<file path="src/rtl/somador_pkg.sv">
// Shared definitions for the nibble-serial adder controller: nibble width,
// FSM state encoding and the index-width helper.
package somador_pkg;

   localparam int NIBBLE_W = 4;

   typedef enum logic [1:0] {
      ST_IDLE = 2'd0,
      ST_ADD  = 2'd1,
      ST_DONE = 2'd2
   } state_t;

   // Width of a counter that indexes n nibbles; never narrower than one bit
   function automatic int clog2(input int n);
      return (n <= 1) ? 1 : $clog2(n);
   endfunction

endpackage

</file>
<file path="src/rtl/somador4b.sv">
// Combinational 4-bit ripple adder shared by the sequencing controller.
module somador4b
   import somador_pkg::*;
(
   input  logic [NIBBLE_W-1:0] a,
   input  logic [NIBBLE_W-1:0] b,
   input  logic                cin,
   output logic [NIBBLE_W-1:0] s,
   output logic                cout
);

   logic [NIBBLE_W:0] full;

   // One addition of the two nibbles plus incoming carry
   always_comb begin
      full = {1'b0, a} + {1'b0, b} + {{NIBBLE_W{1'b0}}, cin};
   end

   assign s    = full[NIBBLE_W-1:0];
   assign cout = full[NIBBLE_W];

endmodule

</file>
<file path="src/rtl/somador_seq_ctrl.sv">
// Wide adder built by time-multiplexing one 4-bit adder, LSB nibble first,
// with the carry chained through a register between nibbles.
//
// Handshake: the requester raises start; the request is taken on a rising
// edge where ready=1, and a/b/cin are sampled on that edge only. busy is
// high while nibbles are being added, and done pulses for exactly one cycle
// when s/cout/ovf hold the new result. start outside IDLE is ignored.
module somador_seq_ctrl
   import somador_pkg::*;
#(
   parameter  int NIBBLES = 4,
   localparam int W       = NIBBLE_W * NIBBLES
) (
   input  logic         clk,
   input  logic         rst,
   input  logic         start,
   input  logic [W-1:0] a,
   input  logic [W-1:0] b,
   input  logic         cin,
   output logic         ready,
   output logic         busy,
   output logic         done,
   output logic [W-1:0] s,
   output logic         cout,
   output logic         ovf,
   output logic [1:0]   state_dbg
);

   localparam int            IW   = clog2(NIBBLES);
   localparam logic [IW-1:0] LAST = IW'(NIBBLES - 1);

   state_t                           state;
   logic [IW-1:0]                    idx;
   logic                             carry;
   logic [NIBBLES-1:0][NIBBLE_W-1:0] op_a;
   logic [NIBBLES-1:0][NIBBLE_W-1:0] op_b;
   logic [NIBBLES-1:0][NIBBLE_W-1:0] work;
   logic [NIBBLES-1:0][NIBBLE_W-1:0] result;

   logic [NIBBLE_W-1:0] nib_a;
   logic [NIBBLE_W-1:0] nib_b;
   logic [NIBBLE_W-1:0] nib_s;
   logic                nib_c;
   logic                ovf_next;

   assign state_dbg = state;

   // Nibble-select muxes feeding the shared adder
   assign nib_a = op_a[idx];
   assign nib_b = op_b[idx];

   somador4b u_add (
      .a    (nib_a),
      .b    (nib_b),
      .cin  (carry),
      .s    (nib_s),
      .cout (nib_c)
   );

   // Full result as it will look once the current nibble is written back;
   // used on the final edge so s never shows a partial sum
   always_comb begin
      result      = work;
      result[idx] = nib_s;
      ovf_next    = (op_a[NIBBLES-1][NIBBLE_W-1] == op_b[NIBBLES-1][NIBBLE_W-1]) &&
                    (result[NIBBLES-1][NIBBLE_W-1] != op_a[NIBBLES-1][NIBBLE_W-1]);
   end

   // Control FSM with registered handshake and result outputs
   always_ff @(posedge clk or posedge rst) begin
      if (rst) begin
         state <= ST_IDLE;
         ready <= 1'b1;
         busy  <= 1'b0;
         done  <= 1'b0;
         s     <= '0;
         cout  <= 1'b0;
         ovf   <= 1'b0;
         idx   <= '0;
         carry <= 1'b0;
         op_a  <= '0;
         op_b  <= '0;
         work  <= '0;
      end else begin
         case (state)
            ST_IDLE: begin
               if (start) begin
                  op_a  <= a;
                  op_b  <= b;
                  carry <= cin;
                  idx   <= '0;
                  ready <= 1'b0;
                  busy  <= 1'b1;
                  state <= ST_ADD;
               end
            end
            ST_ADD: begin
               work[idx] <= nib_s;
               carry     <= nib_c;
               if (idx == LAST) begin
                  s     <= result;
                  cout  <= nib_c;
                  ovf   <= ovf_next;
                  idx   <= '0;
                  busy  <= 1'b0;
                  done  <= 1'b1;
                  state <= ST_DONE;
               end else begin
                  idx <= idx + 1'b1;
               end
            end
            ST_DONE: begin
               done  <= 1'b0;
               ready <= 1'b1;
               state <= ST_IDLE;
            end
            default: begin
               ready <= 1'b1;
               busy  <= 1'b0;
               done  <= 1'b0;
               state <= ST_IDLE;
            end
         endcase
      end
   end

endmodule
</file>
<file path="config.mk">
export PLATFORM = sky130hd
export DESIGN_NAME = somador_seq_ctrl
export DESIGN_NICKNAME = d
export VERILOG_FILES = /design/src/rtl/somador_pkg.sv /design/src/rtl/somador4b.sv /design/src/rtl/somador_seq_ctrl.sv
export SDC_FILE = /design/constraint.sdc
export NUM_CORES = 1
export LEC_CHECK = 0
export ABC_CLOCK_PERIOD_IN_PS = 3100
export CAP_MARGIN = 20
export CELL_PAD_IN_SITES_DETAIL_PLACEMENT = 1
export CELL_PAD_IN_SITES_GLOBAL_PLACEMENT = 1
export CORE_MARGIN = 2
export CORE_UTILIZATION = 25
export DETAILED_ROUTE_END_ITERATION = 8
export PLACE_DENSITY_LB_ADDON = 0.1
export SLEW_MARGIN = 20
export SYNTH_ARGS = -nofsm -noshare
export SYNTH_HDL_FRONTEND = slang
export SYNTH_HIERARCHICAL = 1
export SYNTH_SLANG_ARGS = --single-unit
</file>
<file path="constraint.sdc">
create_clock -name clk -period 3.1 [get_ports clk]
set_clock_uncertainty 0.05 [all_clocks]
set_input_delay 0.31 -clock clk [delete_from_list [all_inputs] [get_ports clk]]
set_output_delay 0.31 -clock clk [all_outputs]
set_load 0.05 [all_outputs]
</file>
# Word-level counts from Yosys, hierarchy flattened
# Cells that the tools add are included.
# Widths: inputs -> output; s select.
classes:
  n_addsub: 3
  multipliers: 0
  div_mod_pow: 0
  n_lt_le_gt_ge: 2
  n_eq_ne: 7
  shifts: 0
  mux: 22
  n_bitwise: 3
  n_reduce_logical: 11
ops:
  columns: ["op", "n"]
  rows:
  - ["$bmux 4 s2", 2]
  - ["$bwmux 16", 1]
  - ["$mux 4", 3]
  - ["$reduce_and 2->1", 6]
  - ["$demux 4 s2", 1]
  - ["$mux 2", 4]
  - ["$pmux 2 s2", 2]
  - ["$pmux 1 s2", 3]
  - ["$add 4x4->5", 1]
  - ["$add 5x1->5", 1]
  - ["$mux 1", 5]
  - ["$eq 2x2->1 const B", 2]
  - ["$ne 2x2->1 const B", 2]
  - ["$lt 2x3->1 const B", 1]
  - ["$not 1->1", 3]
  - ["$pmux 1 s3", 1]
  - ["$reduce_and 3->1", 1]
  - ["$add 2x1->2 const B", 1]
  - ["$eq 2x1->1 const B", 1]
  - ["$ge 2x1->1 const B", 1]
  - ["$logic_and 1x1->1", 2]
  - ["$logic_not 2->1", 1]
  - ["$reduce_bool 2->1", 1]
  - ["$eq 1x1->1", 1]
  - ["$ne 1x1->1", 1]
totals:
  reg_bits: 74
  latchBits: 0
  mem_bits_rw: 0
  rom_bits: 0
  word_cells: 69
  memories: 0

# Logic depth before layout (Yosys ltp)
# Gate-level depths: netlist of run 1.
logic_depth:
  word_depth: 7
  ltp_mapped: 10
  mapped_depth_nobuf: 8

# By module
# The synthesis of run 1 kept the hierarchy.
modules_own_cells:
  columns: ["mod", "n_inst", "cells_per_inst", "area_per_inst_um2", "seq_area_each_um2"]
  rows:
  - ["somador_seq_ctrl", 1, 213, 3064.2, 1752.9]
  - ["somador4b", 1, 16, 143.9, 0.0]

# Least setup slack after synthesis of run 1
# OpenSTA, ideal clock, no wires.
synth_timing:
  path_type: "flip-flop to flip-flop"
  from: "register idx[0]"
  to: "register ovf"
  setup_ns: 0.127
  t_arrival_ns: 2.599
  setup_slack_ns: 0.323
  path_stages_with_launch: 11
  n_path_buf: 2
  path_cell_list: "dfrtp_1 > buf_2 > mux4_2 > fa_1 > a21o_1 > a21oi_2 > xnor2_1 > buf_1 > and3b_1 > a21oi_1 > o21ai_0"
synth_via:
  elab_chain_cells: 7
synth_rtl:
  columns: ["item", "line", "source"]
  rows:
  - ["from (decl)", "somador_seq_ctrl.sv:33", "logic [IW-1:0] idx;"]
  - ["from (signal assigned)", "somador_seq_ctrl.sv:109", "idx <= idx + 1'b1;"]
  - ["$bmux 4 s2", "somador_seq_ctrl.sv:49", "assign nib_a = op_a[idx];"]
  - ["$mux 4 (implied by the code)", "somador_seq_ctrl.sv:49", null]
  - ["net nib_a[0]", "somador_seq_ctrl.sv:40", "logic [NIBBLE_W-1:0] nib_a;"]
  - ["$add 4x4->5", "somador4b.sv:16", "full = {1'b0, a} + {1'b0, b} + {{NIBBLE_W{1'b0}}, cin};"]
  - ["$add 5x1->5", "somador4b.sv:16", null]
  - ["net nib_s[3]", "somador_seq_ctrl.sv:42", "logic [NIBBLE_W-1:0] nib_s;"]
  - ["$bwmux 16", "somador_seq_ctrl.sv:64", "result[idx] = nib_s;"]
  - ["$ne 1x1->1", "somador_seq_ctrl.sv:66", "(result[NIBBLES-1][NIBBLE_W-1] != op_a[NIBBLES-1][NIBBLE_W-1]);"]
  - ["$logic_and 1x1->1", "somador_seq_ctrl.sv:65", "ovf_next = (op_a[NIBBLES-1][NIBBLE_W-1] == op_b[NIBBLES-1][NIBBLE_W-1]) &&"]
  - ["to (signal assigned)", "somador_seq_ctrl.sv:103", "ovf <= ovf_next;"]
  - ["to (decl)", "somador_seq_ctrl.sv:25", "output logic ovf,"]
# The timed path passes the listed nets, and every way through them passes these cells. The select of a mux whose other input is x is not followed.
# A chain may end at the register's enable or synchronous reset.

# Worst setup path in the final report of run 1
layout_timing:
  from: "register idx[0]"
  to: "register s[7]"
layout_via:
  elab_chain_cells: 5
layout_rtl:
  columns: ["item", "line", "source"]
  rows:
  - ["$bmux 4 s2", "somador_seq_ctrl.sv:50", "assign nib_b = op_b[idx];"]
  - ["$mux 4 (implied by the code)", "somador_seq_ctrl.sv:50", null]
  - ["net nib_b[1]", "somador_seq_ctrl.sv:41", "logic [NIBBLE_W-1:0] nib_b;"]
  - ["$add 4x4->5", "somador4b.sv:16", null]
  - ["$add 5x1->5", "somador4b.sv:16", null]
  - ["net nib_s[3]", "somador_seq_ctrl.sv:42", null]
  - ["$bwmux 16", "somador_seq_ctrl.sv:64", null]
  - ["to (signal assigned)", "somador_seq_ctrl.sv:101", "s <= result;"]
  - ["to (decl)", "somador_seq_ctrl.sv:23", "output logic [W-1:0] s,"]
# The timed path passes the listed nets, and every way through them passes these cells. The select of a mux whose other input is x is not followed.

==> reports/results.ini, run 1 <==
[sta]
hold_viol_final=0
maxSlewViolCount=0
slew_headroom_pct=53.3
fin_crit_sh_pct=81.2
tightest_slew_ns=0.700
fmaxAchievable_mhz=397
period_needed_ns=2.52
rsz0062_at_grt=false
tns_ns=0
setup_viol=0

[cts]
cts_max_level=3
cts-buffers-inserted=9
hold_buffers=0
cts_resized=0
cts_root_buffer=clkbuf_16
clock_insertion_delay_worst_skew_ns=0.33
clk_path_buf_depth=2
cts_setup_buffers=0
clock-sinks=70
path_clk_slew_ns=0.05
cts_tree=yes

[floorplanning]
rows=41
initial_core_util_pct=25.5
fp.dieW_um=117
core_um2=12600
ioPinCount=59
fp.dieH_um=117
die-area_um2=13800

[placed_design]
io_buffers=58
gp_congestion=0.688
dpl.hpwl_um=4960

[synth]
syn-mean-instance-area_um2=14.0
syn_area_um2=3210
yosysUniqueCellTypes=32
ys_seq_elements=70
synth_top_area_cell=dfrtp_1
ys_top_cells_by_area=dfrtp_1, mux2_2, mux4_2, mux2i_1, ha_1
syn-num-nets=274
ys_warn_count=6
synth-edff-count=0
yosysSeqAreaShare_pct=54.6
synth_top_cell_area_share_pct=53.8
async_flop_share_pct=100
synthFlopType=dfrtp_1
syn_inst=229

[global_route]
grt_antenna_before_repair=0
grt_util_all_layers_pct=11.1
grt_pass1_wl_um=11200
grt_max_degree=41
grt-ovfl-total=0
grt_pass1_vias=2063

[hold_path]
hold_path.class=in2async

[layout]
seqCellArea_um2=1750
layout-drive-gt1-share_pct=28.7
final_common_cell=dfrtp_1
multi_input_area_um2=1310
final_cell_mix=dfrtp_1, clkdlybuf4s50_1, mux2_2
syn_to_final_growth_pct=32.4
antenna_cells=0
fillers=1350
fin_nets=337

[drt]
firstDrtPassIters=4
drc_errors=0
vias=1946
via_per_inst=4.16
ant_nets=0
wl_per_cell_um=14.8
routed_wl_um=6930
drtIter0Drc=65

[worst_setup_path]
reg2reg_from=idx[0]
cp-end-kind=flop
r2r_cells=9
crit_path_max_fanout=8
critPathLaunchType=flop
critPathKind=reg2reg
crit_required_ns=3.30
worst-endpoint-arrival_ns=2.71
startpoint=idx[0]

[flow_run]
maxCapViolCount=0

[outcome]
outcome=complete, no violations

-- stage by stage --
stage	std cells	cell area [um2]	util (%)	hold WS, ns	setup WS (ns)
3_3_place_gp	453	3980	31.7	0.413	0.571
3_5_place_dp	453	3980	31.7	0.419	0.506
4_1_cts	468	4250	33.8	0.382	0.490
5_1_grt	468	4250	33.8	0.433	0.356
2_1_floorplan	229	3210	-	0.406	0.323
6_report	468	4250	33.8	0.360	0.583
-- final timing paths --
path	end	slack, ns
worst min-delay path	op_a[1]	0.36
worst max register to register	s[7]	0.58
max in group asynchronous	s[7]	1.97
min in group clk	s[4]	0.42
worst min register to register	s[4]	0.42
worst max-delay path	s[7]	0.58
-- cell usage after synthesis (3+ instances only) --
| library cell | count |
|---|---|
| mux4_2 | 8 |
| dfrtp_1 | 69 |
| mux2i_1 | 12 |
| nor2_1 | 3 |
| o21ai_0 | 15 |
| ha_1 | 7 |
| mux2_2 | 49 |
| buf_1 | 4 |
| buf_6 | 6 |
| nand2_4 | 3 |
| buf_2 | 4 |
| inv_1 | 11 |
| nand2_1 | 14 |
-- routing by layer --
metal	GRT usage [%]	vias up	part of all wire, %
met1	14.4	968	47
met2	17.4	45	47
li1	-	926	-
met5	0	-	0
met4	2.82	0	1.2
met3	4.48	7	5.3
-- registers in the layout, summed over array words and instances, names as in the netlist --
signal,count
busy,1
carry,1
cout,1
done,1
idx,2
op_a,16
op_b,16
ovf,1
ready,1
s,16
state_dbg,2
work,12
-- logic make-up (layout without fill, tap and decap cells) --
group | Yosys count | count (layout) | synth area share (%)
AO/OA/AOI/OAI | 24 | 24 | 4.41
XOR/XNOR | 2 | 2 | 0.546
adder cells (fa/ha/maj) | 9 | 9 | 3.98
buffers and inverters | 26 | 93 | 4.72
flip-flops | 70 | 70 | 54.6
multiplexers | 69 | 69 | 26.6
AND/OR/NAND/NOR | 29 | 29 | 5.15
-- critical path, stage by stage (launching register included) --
cell and delay [ns]:
dfrtp_1 0.42, buf_4 0.20, mux4_2 0.55, ha_1 0.29
a21o_1 0.19, a21oi_2 0.15, xnor2_1 0.15, buf_4 0.19
mux2i_1 0.08, o21ai_0 0.16
-- cell type report --
class	count	share of cell area [%]
flip-flops and latches	70	41.3
multi-input cells	133	30.8
repair buffers	67	15.5
clock buffers	14	6.21
well taps	172	5.06
inverters	11	0.972
clock inverters	1	0.118
Power of run 1 is not shown: default switching activity piles up to over one toggle a cycle in this logic, so the estimate is an artifact.
==> run 2, diff against run 1 <==
ABC_CLOCK_PERIOD_IN_PS = 2400   (was 3100)
clock period = 2.4 ns   (was 3.1 ns; I/O delays follow)
==> run 2 against run 1 <==
Net effect: sequential cell count is the same; final cell count grew 1.5%; critical path type unchanged; worst hold slack got worse by 0.095 ns; final area grew 3.1%; count of clock-buffer cells in the layout increased by 1; non-clock buffer count is 7 higher; sequential share of layout area shrank 1.2 points; critical endpoint is now ovf.
==> reports/results.ini, run 2 (synthesis results as in run 1) <==
[flow_run]
maxCapViolCount=0  ; unchanged

[worst_setup_path]
worst-endpoint-arrival_ns=2.53  ; -0.18 ns
r2r-end=ovf
crit_chain=buf_6 > mux4_2 > ha_4 > a21o_1 > a21oi_2 > xnor2_2 > and3b_1 > a21oi_2 > o21ai_1
reg2reg_from=idx[0]
startpoint=idx[0]
crit_family=multiplexers
cp_common_cell=a21oi_2
cpMaxStageDelayCell=mux4_2
critPathLaunchType=flop
r2r_cells=9  ; unchanged
crit_required_ns=2.56  ; -0.74 ns
crit_path_max_fanout=5  ; -3
crit_buf_inv=1  ; -1
critPathKind=reg2reg
max_stage_delay_ns=0.54  ; about the same
r2r_slack_ns=0.03  ; -0.55 ns
cp-end-kind=flop

[cts]
clock-sinks=70  ; unchanged
path_clk_slew_ns=0.05  ; about the same
cts_tree=yes
cts-buffers-inserted=9  ; unchanged
hold_buffers=0  ; unchanged
cts_max_level=3  ; unchanged
cts_root_buffer=clkbuf_16
clk_path_buf_depth=2  ; unchanged
clock_insertion_delay_worst_skew_ns=0.33  ; about the same

[sta]
period_needed_ns=2.37  ; -0.152 ns
slew_headroom_pct=63.0  ; +9.7 points
whs_ns=0.265  ; -0.0948 ns
fin_crit_sh_pct=98.6  ; +17 points
fmaxAchievable_mhz=423  ; +6.4%
hold_viol_final=0  ; unchanged
maxSlewViolCount=0  ; unchanged
rsz0062_at_grt=true
setup_viol=0  ; unchanged
tightest_slew_ns=0.555  ; -0.145 ns

[placed_design]
dpl.hpwl_um=4910  ; -1.2%
io_buffers=58  ; unchanged
placedCellCount=456  ; +0.66%
gp_congestion=0.655  ; -4.7%

[floorplanning]
die-area_um2=13800  ; unchanged
ioPinCount=59  ; unchanged
rows=41  ; unchanged
fp.dieH_um=117  ; unchanged
core_um2=12600  ; unchanged
initial_core_util_pct=25.5  ; unchanged
fp.dieW_um=117  ; unchanged

[global_route]
grt-ovfl-total=0  ; unchanged
grt_util_all_layers_pct=11.2  ; +0.085 points
grt_pass1_wl_um=11300  ; +1.2%
grt_pass1_vias=2088  ; +1.2%
grt_max_degree=71  ; +73%
grt_antenna_before_repair=0  ; unchanged

[drt]
via_per_inst=4.18  ; +0.55%
drc_errors=0  ; unchanged
ant_nets=0  ; unchanged
routed_wl_um=6920  ; about the same
drtIter0Drc=34  ; -48%
vias=1986  ; +2.1%
wl_per_cell_um=14.6  ; -1.5%
firstDrtPassIters=4  ; unchanged

[layout]
instances_no_fill=475  ; +1.5%
final_core_util_pct=34.9  ; +1.0 points
fillers=1330  ; -1.5%
syn_to_final_growth_pct=36.5
final_common_cell=dfrtp_1
top_regs=op_a: 16 flops, op_b: 16 flops, s: 16 flops
fin_nets=344  ; +2.1%
layout-drive-gt1-share_pct=33.3  ; +4.6 points
final_cell_mix=dfrtp_1, clkdlybuf4s50_1, mux2_2
antenna_cells=0  ; unchanged

[outcome]
outcome=complete, no violations

[hold_path]
hold_path.class=in2async

run 2: cell count changes in the layout (fill, tap and decap cells not counted), moves of 2 or more:
cell	change
fa_2	+2
o21ai_1	+11
buf_6	+3
buf_4	+3
clkbuf_8	+2
o21ai_0	-11
fa_1	-2
inv_1	-2
run 2: timing repair:
item,4_1_cts,5_1_grt
buffers inserted,1,3
cloned,0,0
endpoints found under the setup margin,14,20
pin swaps,6,5
gates resized for setup,10,13
run 2: tightest hold or removal path, stage by stage:
cell and delay (ns):
clkdlybuf4s50_1 0.42, inv_2 0.07, buf_12 0.32
run 2: through the flow:
stage	TNS (ns)	setup slack, ns	cell area (um2)
after floorplan	-0.109	-0.109	3220
after global placement	-0.812	-0.106	4020
after detailed placement	-1.44	-0.145	4020
after CTS	-0.0624	-0.0404	4340
after global routing	-0.561	-0.0898	4380
final	0	0.0347	4380
run 2: per-layer routing:
layer	track usage [%]	routed length, um
met1	14.6	3220
met2	16.9	3240
met3	3.66	316
met4	5.18	141
met5	0	0
run 2: worst max-delay path by stage:
stage | endpoint | slack, ns | cells after the start
2_1_floorplan | ovf | -0.11 | 10
3_3_place_gp | ovf | -0.11 | 9
3_5_place_dp | ovf | -0.14 | 9
4_1_cts | carry | -0.04 | 8
5_1_grt | carry | -0.09 | 8
6_report | ovf | 0.03 | 9
run 2: final cells by class:
class	count	area, um2	share of cell area, %
inverter	11	43.8	1.00
tap	172	215	4.91
timing repair buffer	74	737	16.8
clock buffer	15	288	6.57
sequential	70	1750	40.0
multi-input combinational	133	1340	30.6
Power of run 2 is left out for the same reason.
==> run 3, diff against run 2 <==
SLEW_MARGIN = unset   (was 20)
==> results of run 3 <==
Same layout as run 2: the final DEF is identical, and so are final timing and power.
Power of run 3 is left out for the same reason.
